--- src/rtl/v_result_tx_if.sv ---
// v_result_tx_if: groups the result buses and serial status outputs of v_result_tx.
//   v0, v1      : pipeline result registers $v0/$v1 (driven by the producer)
//   Tx          : serial line, idles high
//   Busy        : frame in flight
//   Sent        : one-cycle pulse when a frame completes
//   FrameCount  : completed frame counter, wraps at 16 bits
// modport master : producer/observer side (drives v0/v1)
// modport slave  : transmitter side (drives Tx/Busy/Sent/FrameCount)
interface v_result_tx_if;
  logic [31:0] v0;
  logic [31:0] v1;
  logic        Tx;
  logic        Busy;
  logic        Sent;
  logic [15:0] FrameCount;

  modport master (output v0, v1, input Tx, Busy, Sent, FrameCount);
  modport slave  (input v0, v1, output Tx, Busy, Sent, FrameCount);
endinterface

--- src/rtl/v_result_tx.sv ---
// v_result_tx: watches {v1,v0}; whenever it differs from the last value sent,
// snapshots it and transmits a 9-byte 8N1 UART frame:
//   A5, v0[7:0], v0[15:8], v0[23:16], v0[31:24], v1 bytes LSB first.
// Ports:
//   Clk          : system clock, rising edge
//   Rst          : synchronous, active-low reset
//   bus (slave)  : v0/v1 in; Tx, Busy, Sent, FrameCount out (all registered)
// Parameter:
//   CLKS_PER_BIT : clock cycles per serial bit (2..65535)
//
// state   | meaning
// --------+-----------------------------------------------------------
// S_IDLE  | line high, comparing {v1,v0} against the snapshot
// S_START | start bit (Tx=0) of byte byte_q
// S_DATA  | data bit bit_q of byte byte_q, LSB first
// S_STOP  | stop bit (Tx=1); after byte 8 the frame completes
module v_result_tx #(
  parameter int CLKS_PER_BIT = 16
) (
  input  logic          Clk,
  input  logic          Rst,
  v_result_tx_if.slave  bus
);

  localparam int BW = (CLKS_PER_BIT > 1) ? $clog2(CLKS_PER_BIT) : 1;
  localparam logic [BW-1:0] BAUD_LAST = BW'(CLKS_PER_BIT - 1);

  typedef enum logic [1:0] {S_IDLE, S_START, S_DATA, S_STOP} state_t;

  state_t        state_q, state_d;
  logic [BW-1:0] baud_q, baud_d;
  logic [2:0]    bit_q, bit_d;
  logic [3:0]    byte_q, byte_d;
  logic [63:0]   snap_q, snap_d;
  logic          tx_q, tx_d;
  logic          busy_q, busy_d;
  logic          sent_q, sent_d;
  logic [15:0]   frame_cnt_q, frame_cnt_d;
  logic [7:0]    tx_byte;
  logic          baud_tc;

  function automatic logic [7:0] frame_byte(input logic [3:0] idx, input logic [63:0] snap);
    logic [7:0] b;
    case (idx)
      4'd0:    b = 8'hA5;
      4'd1:    b = snap[7:0];
      4'd2:    b = snap[15:8];
      4'd3:    b = snap[23:16];
      4'd4:    b = snap[31:24];
      4'd5:    b = snap[39:32];
      4'd6:    b = snap[47:40];
      4'd7:    b = snap[55:48];
      4'd8:    b = snap[63:56];
      default: b = 8'hFF;
    endcase
    return b;
  endfunction

  assign baud_tc = (baud_q == BAUD_LAST);

  always_comb begin
    state_d     = state_q;
    baud_d      = baud_q;
    bit_d       = bit_q;
    byte_d      = byte_q;
    snap_d      = snap_q;
    frame_cnt_d = frame_cnt_q;
    sent_d      = 1'b0;
    tx_byte     = 8'hFF;
    tx_d        = 1'b1;
    busy_d      = 1'b0;

    case (state_q)
      S_IDLE: begin
        if ({bus.v1, bus.v0} != snap_q) begin
          snap_d  = {bus.v1, bus.v0};
          state_d = S_START;
          baud_d  = '0;
          bit_d   = '0;
          byte_d  = '0;
        end
      end
      S_START: begin
        if (baud_tc) begin
          state_d = S_DATA;
          baud_d  = '0;
          bit_d   = '0;
        end else begin
          baud_d = baud_q + BW'(1);
        end
      end
      S_DATA: begin
        if (baud_tc) begin
          baud_d = '0;
          if (bit_q == 3'd7) begin
            state_d = S_STOP;
            bit_d   = '0;
          end else begin
            bit_d = bit_q + 3'd1;
          end
        end else begin
          baud_d = baud_q + BW'(1);
        end
      end
      S_STOP: begin
        if (baud_tc) begin
          baud_d = '0;
          bit_d  = '0;
          if (byte_q < 4'd8) begin
            state_d = S_START;
            byte_d  = byte_q + 4'd1;
          end else begin
            state_d     = S_IDLE;
            byte_d      = '0;
            sent_d      = 1'b1;
            frame_cnt_d = frame_cnt_q + 16'd1;
          end
        end else begin
          baud_d = baud_q + BW'(1);
        end
      end
      default: begin
        state_d = S_IDLE;
      end
    endcase

    // Outputs are derived from the next state so that they become valid on the
    // same edge that enters the state (registered, no v0/v1 to output path).
    tx_byte = frame_byte(byte_d, snap_d);
    busy_d  = (state_d != S_IDLE);
    case (state_d)
      S_START: tx_d = 1'b0;
      S_DATA:  tx_d = tx_byte[bit_d];
      default: tx_d = 1'b1;
    endcase
  end

  always_ff @(posedge Clk) begin
    if (!Rst) begin
      state_q     <= S_IDLE;
      baud_q      <= '0;
      bit_q       <= '0;
      byte_q      <= '0;
      snap_q      <= '0;
      tx_q        <= 1'b1;
      busy_q      <= 1'b0;
      sent_q      <= 1'b0;
      frame_cnt_q <= '0;
    end else begin
      state_q     <= state_d;
      baud_q      <= baud_d;
      bit_q       <= bit_d;
      byte_q      <= byte_d;
      snap_q      <= snap_d;
      tx_q        <= tx_d;
      busy_q      <= busy_d;
      sent_q      <= sent_d;
      frame_cnt_q <= frame_cnt_d;
    end
  end

  assign bus.Tx         = tx_q;
  assign bus.Busy       = busy_q;
  assign bus.Sent       = sent_q;
  assign bus.FrameCount = frame_cnt_q;

endmodule

--- src/flat_wrapper.sv ---
// flat-port wrapper written by rule: the top's interface ports become plain ports
module v_result_tx_flat 
#(
  parameter int CLKS_PER_BIT = 16
)
  (Clk, Rst, bus_v0, bus_v1, bus_Tx, bus_Busy, bus_Sent, bus_FrameCount);
  v_result_tx_if bus_i ();
  input  logic Clk;
  input  logic Rst;
  input wire logic [$bits(bus_i.v0)-1:0] bus_v0;
  input wire logic [$bits(bus_i.v1)-1:0] bus_v1;
  output wire logic [$bits(bus_i.Tx)-1:0] bus_Tx;
  output wire logic [$bits(bus_i.Busy)-1:0] bus_Busy;
  output wire logic [$bits(bus_i.Sent)-1:0] bus_Sent;
  output wire logic [$bits(bus_i.FrameCount)-1:0] bus_FrameCount;
  assign bus_i.v0 = bus_v0;
  assign bus_i.v1 = bus_v1;
  assign bus_Tx = bus_i.Tx;
  assign bus_Busy = bus_i.Busy;
  assign bus_Sent = bus_i.Sent;
  assign bus_FrameCount = bus_i.FrameCount;
  v_result_tx #(.CLKS_PER_BIT(CLKS_PER_BIT)) u_core (.Clk(Clk), .Rst(Rst), .bus(bus_i));
endmodule
--- config.mk ---
export PLATFORM = sky130hd
export DESIGN_NAME = v_result_tx_flat
export DESIGN_NICKNAME = d
export VERILOG_FILES = /design/src/rtl/v_result_tx_if.sv /design/src/rtl/v_result_tx.sv /design/src/flat_wrapper.sv
export SDC_FILE = /design/constraint.sdc
export NUM_CORES = 1
export LEC_CHECK = 0
export BUFFER_PORTS_ARGS = -buffer_cell sky130_fd_sc_hd__buf_4
export CELL_PAD_IN_SITES_DETAIL_PLACEMENT = 0
export CELL_PAD_IN_SITES_GLOBAL_PLACEMENT = 1
export CORE_MARGIN = 4
export CORE_UTILIZATION = 35
export CTS_CLUSTER_DIAMETER = 150
export DETAILED_ROUTE_END_ITERATION = 8
export PLACE_DENSITY = 0.79
export SLEW_MARGIN = 20
export SYNTH_ARGS = -nofsm -noshare
export SYNTH_HDL_FRONTEND = slang
export SYNTH_SLANG_ARGS = --single-unit
--- constraint.sdc ---
create_clock -name Clk -period 3.4 [get_ports Clk]
set_input_delay 0.85 -clock Clk [delete_from_list [all_inputs] [get_ports Clk]]
set_output_delay 0.85 -clock Clk [all_outputs]
set_load 0.02 [all_outputs]
==> run_results.csv, run 1 <==
group,metric,value,unit
worst_setup_path,r2r_end,"u_core.bus.Tx",
logic_synthesis,synth_nets,753,
worst_setup_path,path_cells,"buf_6 > xnor2_2 > nand4_1 > nor4_4 > and4_4 > buf_6 > o211ai_2 > nand4_1 > o221ai_2 > or4_4 > o221ai_2 > a2111oi_2",
power,p_leak,0.003464,uW
finish,fin_cells,1080,
floorplan,fp-row-count,46,
timing,fin_tns_setup,0,ns
worst_hold_path,min_path_cells,2,
grt,grt.overflow.total,0,
logic_synthesis,synth_top_cell_area_share,33.90,%
placed_design,place_congestion,0.9506,
detailed_routing,totalWireLength,18.64,mm
logic_synthesis,ys_ff_latch,96,
floorplan,io_pins,85,
clock_network,h-tree-depth,3,
timing,grt_setup_unrepaired,"true",
floorplan,start_util,35.69,%
timing,max_freq,295.1,MHz
floorplan,core_area,15890,sq um
timing,report.final.slew_viol_count,0,
placed_design,hpwl,14.34,mm
logic_synthesis,ys_seq_area_share,33.90,%
logic_synthesis,netlist_instances,678,
timing,fin_crit_sh,99.66,%
placed_design,place_inst,1061,
timing,setup_ws,0.01143,ns
power,pwr-share-comb,19.2,%
finish,fin_nets,935,
detailed_routing,drt_iter0_drc,500,
timing,min_period,3.389,ns
finish,num_antenna_cells,0,
clock_network,clk_latency,0.35,ns
worst_setup_path,worstSetupStartpointType,"primary input",
logic_synthesis,synth_cell_type_count,72,
power,power_frac_clock,38.8,%
grt,top_usage_layer,"met2",
flow_run,drv_cap,0,
power,sw_frac_of_total,26.65,%
logic_synthesis,syn_avg_cell_area,8.362,sq um
detailed_routing,vias_per_cell,5.192,
clock_network,postCtsHoldBufs,0,
logic_synthesis,synth.cell_area,5669,sq um
detailed_routing,drt_pass1_iterations,6,
floorplan,die_y,135.3,microns
placed_design,port_buffers,84,
power,power_density,369.4,nW/um^2
clock_network,root_buffer,"clkbuf_16",
detailed_routing,drc,0,
worst_setup_path,crit_path_end_kind,"flip-flop",
worst_setup_path,r2r_start,"u_core.state_q[1]",
clock_network,numCtsBuffers,9,
worst_setup_path,path_max_fanout,5,
timing,hold_viol,0,
power,intPower,2153,uW
worst_setup_path,critPathMaxStageDelay,0.54,ns
grt,met1_usage,26.67,%
worst_setup_path,crit_type,"primary input to flip-flop",
power,power_frac_seq,42.0,%
finish,drive_gt1_share,31.83,%
finish,fillers,1566,
worst_hold_path,hold_path_end,"u_core.snap_q[41]",
floorplan,die-width,135.3,microns
worst_hold_path,min-delay-start,"u_core.snap_q[41]",
logic_synthesis,synthFlopType,"dfxtp_1",
timing,worstMarginPinSlew,0.7470,ns
worst_setup_path,crit_start,"bus_v0[14]",
grt,grt_pass1_wl,28.84,mm
grt,grt_antenna_before_repair,0,
power,peakVddDrop,0.2480,mV
grt,grt_max_degree,55,
timing,whs,0.4864,ns
worst_hold_path,min_path_type,"flip-flop to flip-flop",
logic_synthesis,async_flop_share,0,%
logic_synthesis,yosys-top-cells-area,"dfxtp_1, xnor2_1, mux2i_1",
worst_setup_path,cp_top_family,"simple AND/OR/NAND/NOR gates",
worst_setup_path,critPathBufInv,2,
timing,relSlewSlack,49.50,%
logic_synthesis,synth_edf_count,0,
power,p_switching,782.1,uW
worst_setup_path,cp.required,3.63,ns
floorplan,die_area,18300,sq um
grt,grt_pass1_vias,5419,
clock_network,clk_pin_slew,0.07,ns
run_status,outcome,"finished clean",
clock_network,cts.sink_count,96,
clock_network,cts_tree,"done",
grt,met3_usage,3.529,%
timing,skew,0.009567,ns
placed_design,dp_slack,-0.4577,ns
grt,grt_usage,20.10,%
timing,setup_viol_count_final,0,
logic_synthesis,synth_area_leader_cell,"dfxtp_1",
detailed_routing,antenna_left,0,
worst_setup_path,reg2reg_slack,0.16,ns
worst_setup_path,r2r_cells,11,
grt,met2_usage,33.10,%
detailed_routing,routedWlPerCell,17.26,microns
worst_setup_path,cp_slowest_cell,"or4_4",
worst_setup_path,crit_arrival,3.62,ns
detailed_routing,vias,5607,
clock_network,cts_max_path_buffers,2,
logic_synthesis,yosysWarnings,0,
finish,syn_to_final_growth,40.15,%
[final cells by class]
| cell class | instances | area, sq um | area share, % |
|---|---|---|---|
| multi-input combinational | 535 | 3766 | 47.40 |
| tap | 216 | 270.3 | 3.402 |
| clock buffer | 11 | 252.7 | 3.181 |
| timing repair buffer | 209 | 1624 | 20.44 |
| clock inverter | 4 | 76.32 | 0.9606 |
| inverter | 9 | 33.78 | 0.4252 |
| sequential | 96 | 1922 | 24.19 |
[power groups by stage]
| stage | logic (uW) | clock network [uW] | registers (uW) |
|---|---|---|---|
| finish | 563 | 1140 | 1230 |
| floorplan | 268 | 0 | 1240 |
| global placement | 530 | 0 | 1250 |
| CTS | 547 | 1150 | 1230 |
| global route | 605 | 1200 | 1240 |
| detailed placement | 529 | 0 | 1250 |
[state kept, by name (all words and copies together) (netlist names)]
register	flops
u_core.bus.Tx	1
u_core.state_q	2
u_core.baud_q	4
u_core.bus.Sent	1
u_core.snap_q	64
u_core.bus.Busy	1
u_core.bus.FrameCount	16
u_core.bit_q	3
u_core.byte_q	4
[metal layers]
metal	vias to the layer above	routed length [microns]
met5	-	0
met4	0	395
met3	22	983
met2	156	8944
met1	2649	8315
li1	2780	-
[through the flow]
| step | cell area, sq um | utilization, % | total power, uW |
|---|---|---|---|
| after CTS | 7776 | 48.95 | 2931 |
| final | 7945 | 50.02 | 2935 |
| after floorplan | 5669 | - | 1512 |
| after detailed placement | 7321 | 46.09 | 1782 |
| after global routing | 7945 | 50.02 | 3047 |
| after global placement | 7321 | 46.09 | 1781 |
[what timing repair did]
action	in CTS	in global routing
setup buffers	1	4
setup endpoints to repair	1	1
endpoints found under the hold margin	0	0
pin swaps	11	15
gates resized for setup	17	30
[cell usage in the layout, fill, tap and decap left out, drive strengths merged, types with 2 or more instances in the layout]
cell type	count
a211oi	7
o31ai	2
o221a	2
a31oi	4
nor3	8
o22a	3
o22ai	7
mux2	2
and2	7
a31o	2
ha	9
a32o	2
nand3	12
o2111a	2
and4	3
mux2i	54
nor2b	5
a211o	3
o221ai	7
a21o	2
o211ai	6
a21oi	46
buf	209
nor2	71
or3	3
nand2	104
xor2	9
inv	10
bufinv	2
nand4	25
nor4	5
a2111oi	3
o21ai	18
clkbuf	11
and3	8
a22oi	3
mux4	3
dfxtp	96
xnor2	67
a221oi	2
[how the worst max path moves through the flow]
stage / end / slack, ns / cells past startpoint
3_3_place_gp: u_core.bus.Tx / -0.48 / 11
3_5_place_dp: u_core.bus.Tx / -0.46 / 12
5_1_grt: u_core.bus.Tx / -0.07 / 12
6_report: u_core.bus.Tx / 0.01 / 12
4_1_cts: u_core.bus.Tx / 0.02 / 13
2_1_floorplan: u_core.bus.Tx / 0.16 / 11
[cell families after synthesis]
family          after synthesis  synth area share [%]
xor+xnor                     76                 11.74
flops                        96                 33.90
simple gates                257                 21.10
compound gates              134                 16.24
buf+inv                      47                 3.906
mux                          59                 11.12
fa+ha+maj                     9                 1.986
[worst register-to-register path, delay by kind of cell (launching register included)]
kind,cells,cell delay (ns)
AO/OA/AOI/OAI,3,0.43
adder cells (fa/ha/maj),1,0.39
buffers and inverters,2,0.27
flip-flops,1,0.42
multiplexers,2,0.70
AND/OR/NAND/NOR,3,0.92
[Yosys cell counts (all sizes together), types with 2 or more instances]
master / instances
a21o: 2
a211oi: 7
clkbuf: 24
a211o: 3
a21oi: 46
and3: 8
nor3: 8
a31oi: 4
nor2: 71
nand3: 12
o21ai: 18
a221oi: 2
xor2: 9
xnor2: 67
a2111oi: 3
dfxtp: 96
or3: 3
and2: 7
nor4: 5
nand2: 104
nor2b: 5
mux2i: 54
a22oi: 3
o221ai: 7
and4: 3
mux4: 3
a31o: 2
nand4: 25
o211ai: 6
o221a: 2
a32o: 2
ha: 9
o22a: 3
o2111a: 2
inv: 9
o22ai: 7
mux2: 2
o31ai: 2
buf: 14
Power figures use the tool's default switching activity.
==> run 2, diff against run 1 <==
--- a/config.mk
+++ b/config.mk
@@ -10,6 +10,7 @@
 export CELL_PAD_IN_SITES_GLOBAL_PLACEMENT = 1
 export CORE_MARGIN = 4
 export CORE_UTILIZATION = 35
+export CTS_BUF_LIST = sky130_fd_sc_hd__clkbuf_8
 export CTS_CLUSTER_DIAMETER = 150
 export DETAILED_ROUTE_END_ITERATION = 8
 export PLACE_DENSITY = 0.79
==> run 2 against run 1 <==
The run now ends with setup timing left; die area stayed put; critical endpoint unchanged; total power is 8.7% lower; clock-buffer cell count stayed put; sequential cell count stayed put; largest cell class unchanged; maximum frequency is 0.36% lower; hold slack better by 0.00063 ns; critical path type unchanged; global-route usage hardly changed.
==> run_results.csv, run 2 (synthesized netlist as in run 1, its figures left out) <==
group,metric,value,unit
run_status,outcome,"finished, violations left",
run_status,violations,"setup timing",
finish,largest_reg_flops,64,
finish,final-seq-area,1922,sq um
timing,max_freq,294.1,MHz
floorplan,start_util,35.69,%
floorplan,die_y,135.3,microns
worst_setup_path,cp_slowest_cell,"nor4_2",
detailed_routing,drc,0,
placed_design,hpwl,14.34,mm
worst_setup_path,path_cells,"buf_4 > xnor2_1 > nand4_1 > nor4_2 > and4_4 > buf_4 > nor2_4 > buf_4 > buf_4 > mux2i_1 > o221ai_1 > a211oi_1 > and3_1 > a2111oi_2",
power,peakVddDrop,0.1556,mV
finish,drive_gt1_share,31.95,%
clock_network,clk_latency,0.39,ns
timing,setup_ws,-0.0006533,ns
timing,hold_viol,0,
worst_setup_path,path_max_fanout,6,
floorplan,core_area,15890,sq um
timing,min_period,3.401,ns
detailed_routing,totalWireLength,18.79,mm
floorplan,fp-row-count,46,
worst_setup_path,cp.required,3.69,ns
timing,report.final.slew_viol_count,0,
detailed_routing,routedWlPerCell,17.35,microns
timing,setup_viol_count_final,1,
power,power_frac_clock,33.0,%
timing,relSlewSlack,51.21,%
clock_network,root_buffer,"clkbuf_8",
worst_setup_path,crit_arrival,3.69,ns
power,p_switching,758.6,uW
worst_setup_path,crit_type,"primary input to flip-flop",
placed_design,port_buffers,84,
floorplan,io_pins,85,
finish,num_antenna_cells,0,
floorplan,die_area,18300,sq um
finish,multiInputGateArea,3754,sq um
clock_network,numCtsBuffers,9,
worst_setup_path,worstSetupStartpointType,"primary input",
finish,syn_to_final_growth,38.07,%
detailed_routing,antenna_left,0,
worst_setup_path,critPathBufInv,4,
placed_design,place_congestion,0.9506,
grt,grt.overflow.total,0,
timing,fin_tns_setup,-0.0006533,ns
clock_network,cts_tree,"done",
grt,grt_usage,20.05,%
detailed_routing,drt_iter0_drc,544,
finish,fin_util,49.28,%
clock_network,h-tree-depth,3,
finish,layout_common_cells,"buf_4, nand2_1, dfxtp_1, nor2_1, xnor2_1",
detailed_routing,vias,5653,
power,sw_frac_of_total,28.31,%
clock_network,cts_max_path_buffers,2,
flow_run,drv_cap,0,
power,pwr-share-comb,21.1,%
clock_network,postCtsHoldBufs,0,
worst_setup_path,crit_top_cell,"buf_4",
detailed_routing,drt_pass1_iterations,5,
floorplan,die-width,135.3,microns
power,p_leak,0.003380,uW
timing,worstMarginPinSlew,0.7216,ns
clock_network,cts.sink_count,96,
clock_network,clk_pin_slew,0.10,ns
finish,regMostFlops,"u_core.snap_q",
power,intPower,1921,uW
finish,fin_nets,938,
power,power_density,342.3,nW/um^2
detailed_routing,vias_per_cell,5.220,
worst_setup_path,critPathMaxStageDelay,0.44,ns
grt,grt_max_degree,55,
worst_hold_path,min_path_type,"flip-flop to flip-flop",
finish,final_common_cell,"buf_4",
timing,skew,0.01418,ns
worst_setup_path,cp_top_family,"simple AND/OR/NAND/NOR gates",
power,power_frac_seq,46.0,%
timing,fin_crit_sh,100.0,%
grt,grt_antenna_before_repair,0,
grt,grt_pass1_vias,5405,
worst_setup_path,crit_path_end_kind,"flip-flop",
grt,grt_pass1_wl,28.75,mm
finish,fillers,1574,
[run 2: cell count changes in the layout (fill, tap and decap cells not counted), moves of 2 or more]
cell	before	now
buf_6	4	1
xnor2_2	14	8
xnor2_1	52	59
clkbuf_16	9	0
o221ai_2	2	4
clkbuf_8	2	11
o221ai_1	5	3
buf_8	2	0
mux2i_1	52	48
mux2i_2	1	4
buf_4	201	209
[run 2: power groups by stage]
stage                     clock, uW  sequential, uW  combinational, uW
after floorplan                   0            1240                268
after global placement            0            1250                530
after detailed placement          0            1250                529
after CTS                       895            1230                537
after global routing            945            1240                608
final                           884            1230                564
[run 2: worst paths after layout]
kind	from	to	slack, ns	cells past startpoint
worst max-delay path	bus_v1[24]	u_core.bus.Tx	-0.0007	14
worst min register to register	u_core.snap_q[41]	u_core.snap_q[41]	0.49	2
worst min-delay path	u_core.snap_q[41]	u_core.snap_q[41]	0.49	2
worst max register to register	u_core.state_q[1]	u_core.bus.Tx	0.16	13
[run 2: through the flow]
stage	hold WS (ns)	instances	total power [uW]	cell area (sq um)	setup slack, ns
floorplan	0.4572	678	1512	5669	0.1597
global placement	0.4703	1061	1781	7321	-0.4779
detailed placement	0.4771	1061	1782	7321	-0.4577
CTS	0.4890	1077	2660	7594	0.01753
global route	0.5123	1083	2791	7828	-0.05508
finish	0.4870	1083	2679	7828	-0.0006533
[run 2: what timing repair did]
action	CTS	global route
setup buffers	1	6
setup endpoints to repair	1	1
gates cloned	0	0
resized for setup	6	37
pin swaps	5	10
[run 2: worst reg2reg max path, stage by stage (launching register included)]
cell       delay (ns)
dfxtp_1          0.43
inv_1            0.11
ha_1             0.43
nand4bb_1        0.16
mux2_1           0.18
nand2_2          0.14
nor2_2           0.26
nand4_1          0.26
buf_4            0.23
buf_4            0.14
o221a_2          0.22
o211ai_1         0.10
o211ai_1         0.13
a2111oi_2        0.36
[run 2: per-layer routing]
metal	share of wire [%]	track usage (%)	vias up
li1	-	-	2787
met1	45	26.66	2685
met2	47	32.66	149
met3	4.8	3.492	32
met4	3.2	7.447	0
met5	0	0	-
[run 2: cell type report]
cell class                      instances  area share, %
Clock inverter                          4         0.9751
Inverter                                9         0.4316
Tap cell                              216          3.453
Clock buffer                           11          1.934
Timing Repair Buffer                  212          20.70
Multi-Input combinational cell        535          47.95
Sequential cell                        96          24.55
==> run 3, diff against run 2 <==
--- a/config.mk
+++ b/config.mk
@@ -18,3 +18,4 @@
 export SYNTH_ARGS = -nofsm -noshare
 export SYNTH_HDL_FRONTEND = slang
 export SYNTH_SLANG_ARGS = --single-unit
+export TNS_END_PERCENT = 5
==> constraint.sdc (replaced) <==
create_clock -name Clk -period 3.4 [get_ports Clk]
set_input_delay 0.34 -clock Clk [delete_from_list [all_inputs] [get_ports Clk]]
set_output_delay 0.34 -clock Clk [all_outputs]
set_load 0.02 [all_outputs]
==> run 3 against run 2 <==
Wire length shrank 7.5%; largest cell class unchanged; register-to-register slack gained 0.05 ns; critical path depth shrank 1; final cell count shrank 6.9%; critical path type is now flip-flop to flip-flop; clock skew grew 0.0026 ns; setup slack gained 0.22 ns; total power shrank 6.7%; global-route usage shrank 0.68 points; maximum frequency grew 6.7%; sequential cell count is the same; die area is the same; the run now ends clean; clock-buffer cell count is the same.
==> run_results.csv, run 3 (synthesized netlist as in run 1, its figures left out) <==
group,metric,value,unit
run_status,outcome,"finished clean",
timing,relSlewSlack,32.38,%
power,finalPower,2499,uW
timing,hold_viol,0,
placed_design,place_congestion,0.9232,
worst_setup_path,critPathMaxStageDelay,0.39,ns
timing,fin_crit_sh,93.70,%
clock_network,h-tree-depth,3,
finish,num_antenna_cells,0,
worst_setup_path,crit_path_end_kind,"flip-flop",
placed_design,hpwl,13.46,mm
placed_design,dp_slack,-0.02083,ns
floorplan,fp-row-count,46,
clock_network,clk_latency,0.39,ns
finish,regMostFlops,"u_core.snap_q",
timing,worstMarginPinSlew,1.014,ns
finish,final_common_cell,"buf_4",
grt,grt_max_degree,90,
detailed_routing,antenna_left,0,
finish,layout_common_cells,"buf_4, nand2_1, dfxtp_1, nor2_1, xnor2_1",
floorplan,io_pins,85,
finish,syn_to_final_growth,24.54,%
floorplan,die-width,135.3,microns
detailed_routing,vias_per_cell,5.225,
timing,setup_viol_count_final,0,
finish,multiInputGateArea,3581,sq um
floorplan,start_util,35.69,%
worst_setup_path,worstSetupStartpointType,"flip-flop",
timing,skew,0.01673,ns
floorplan,die_area,18300,sq um
worst_setup_path,crit_arrival,3.46,ns
grt,grt_pass1_vias,5138,
grt,grt_antenna_before_repair,0,
finish,fin_util,44.45,%
worst_hold_path,min_path_type,"primary input to flip-flop",
placed_design,port_buffers,84,
clock_network,post_cts_buffers,0,
clock_network,cts.sink_count,96,
grt,grt_usage,19.38,%
power,peakVddDrop,0.1848,mV
timing,grt_setup_unrepaired,"false",
finish,final-seq-area,1923,sq um
detailed_routing,totalWireLength,17.39,mm
clock_network,clk_pin_slew,0.10,ns
grt,grt.overflow.total,0,
finish,fin_nets,862,
timing,setup_ws,0.2143,ns
finish,fillers,1638,
detailed_routing,vias,5267,
detailed_routing,drc,0,
clock_network,cts_max_path_buffers,2,
worst_setup_path,cp.required,3.68,ns
clock_network,post_cts_resized,0,
flow_run,drv_cap,0,
detailed_routing,drt_pass1_iterations,5,
power,power_density,353.9,nW/um^2
finish,drive_gt1_share,22.47,%
worst_setup_path,cp_top_family,"compound AO/OA/AOI/OAI gates",
worst_setup_path,critPathBufInv,2,
detailed_routing,drt_iter0_drc,406,
timing,max_freq,313.9,MHz
floorplan,core_area,15890,sq um
timing,min_period,3.186,ns
clock_network,postCtsHoldBufs,0,
worst_setup_path,cp_slowest_cell,"ha_1",
finish,largest_reg_flops,64,
clock_network,numCtsBuffers,9,
worst_setup_path,path_max_fanout,7,
grt,grt_pass1_wl,27.70,mm
clock_network,cts_tree,"done",
detailed_routing,routedWlPerCell,17.25,microns
timing,report.final.slew_viol_count,0,
clock_network,root_buffer,"clkbuf_8",
worst_setup_path,path_cells,"inv_1 > ha_1 > nand4bb_1 > mux2_1 > nand3_1 > buf_4 > mux2i_1 > o21ai_0 > and4_1 > o31a_1 > a211o_1 > a21oi_1 > a2111oi_2",
worst_setup_path,crit_type,"flip-flop to flip-flop",
floorplan,die_y,135.3,microns
power,p_leak,0.002963,uW
run 3: cell count changes in the layout (fill, tap and decap cells not counted), sizes merged:
cell    change
buf        -76
bufinv      -1
clkinv      +1
inv         +1
run 3: through the flow:
| stage | setup TNS (ns) | cell area (sq um) | instances | hold slack [ns] |
|---|---|---|---|---|
| detailed placement | -0.02083 | 6803 | 992 | 0.4765 |
| global placement | 0 | 6803 | 992 | 0.4682 |
| global route | 0 | 7061 | 1008 | 0.1818 |
| floorplan | 0 | 5669 | 678 | 0.4572 |
| finish | 0 | 7061 | 1008 | 0.1882 |
| CTS | 0 | 7009 | 1008 | 0.1697 |
run 3: power breakdown:
| part | internal [uW] | switching [uW] | total (uW) |
|---|---|---|---|
| Sequential | 1180 | 44.2 | 1230 |
| Combinational | 220 | 248 | 469 |
| Clock | 380 | 425 | 805 |
run 3: final cells by class:
type,instances,share of cell area [%]
Sequential cell,96,27.24
Tap cell,216,3.828
Multi-Input combinational cell,535,50.72
Clock inverter,5,0.7797
Inverter,9,0.4785
Timing Repair Buffer,136,14.81
Clock buffer,11,2.144
run 3: final timing paths:
kind                                         from                to  slack [ns]  depth (start not counted)
worst max-delay path            u_core.state_q[0]     u_core.bus.Tx        0.21                         13
worst min-delay path                          Rst   u_core.bus.Sent        0.19                          2
worst max register to register  u_core.state_q[0]     u_core.bus.Tx        0.21                         13
worst min register to register   u_core.snap_q[0]  u_core.snap_q[0]        0.49                          2
run 3: layer usage:
| metal | track usage (%) | vias to the layer above | routed length, microns |
|---|---|---|---|
| li1 | - | 2631 | - |
| met1 | 26.22 | 2473 | 8110 |
| met5 | 0 | - | 0 |
| met4 | 7.503 | 0 | 477 |
| met3 | 4.272 | 32 | 761 |
| met2 | 30.17 | 131 | 8042 |
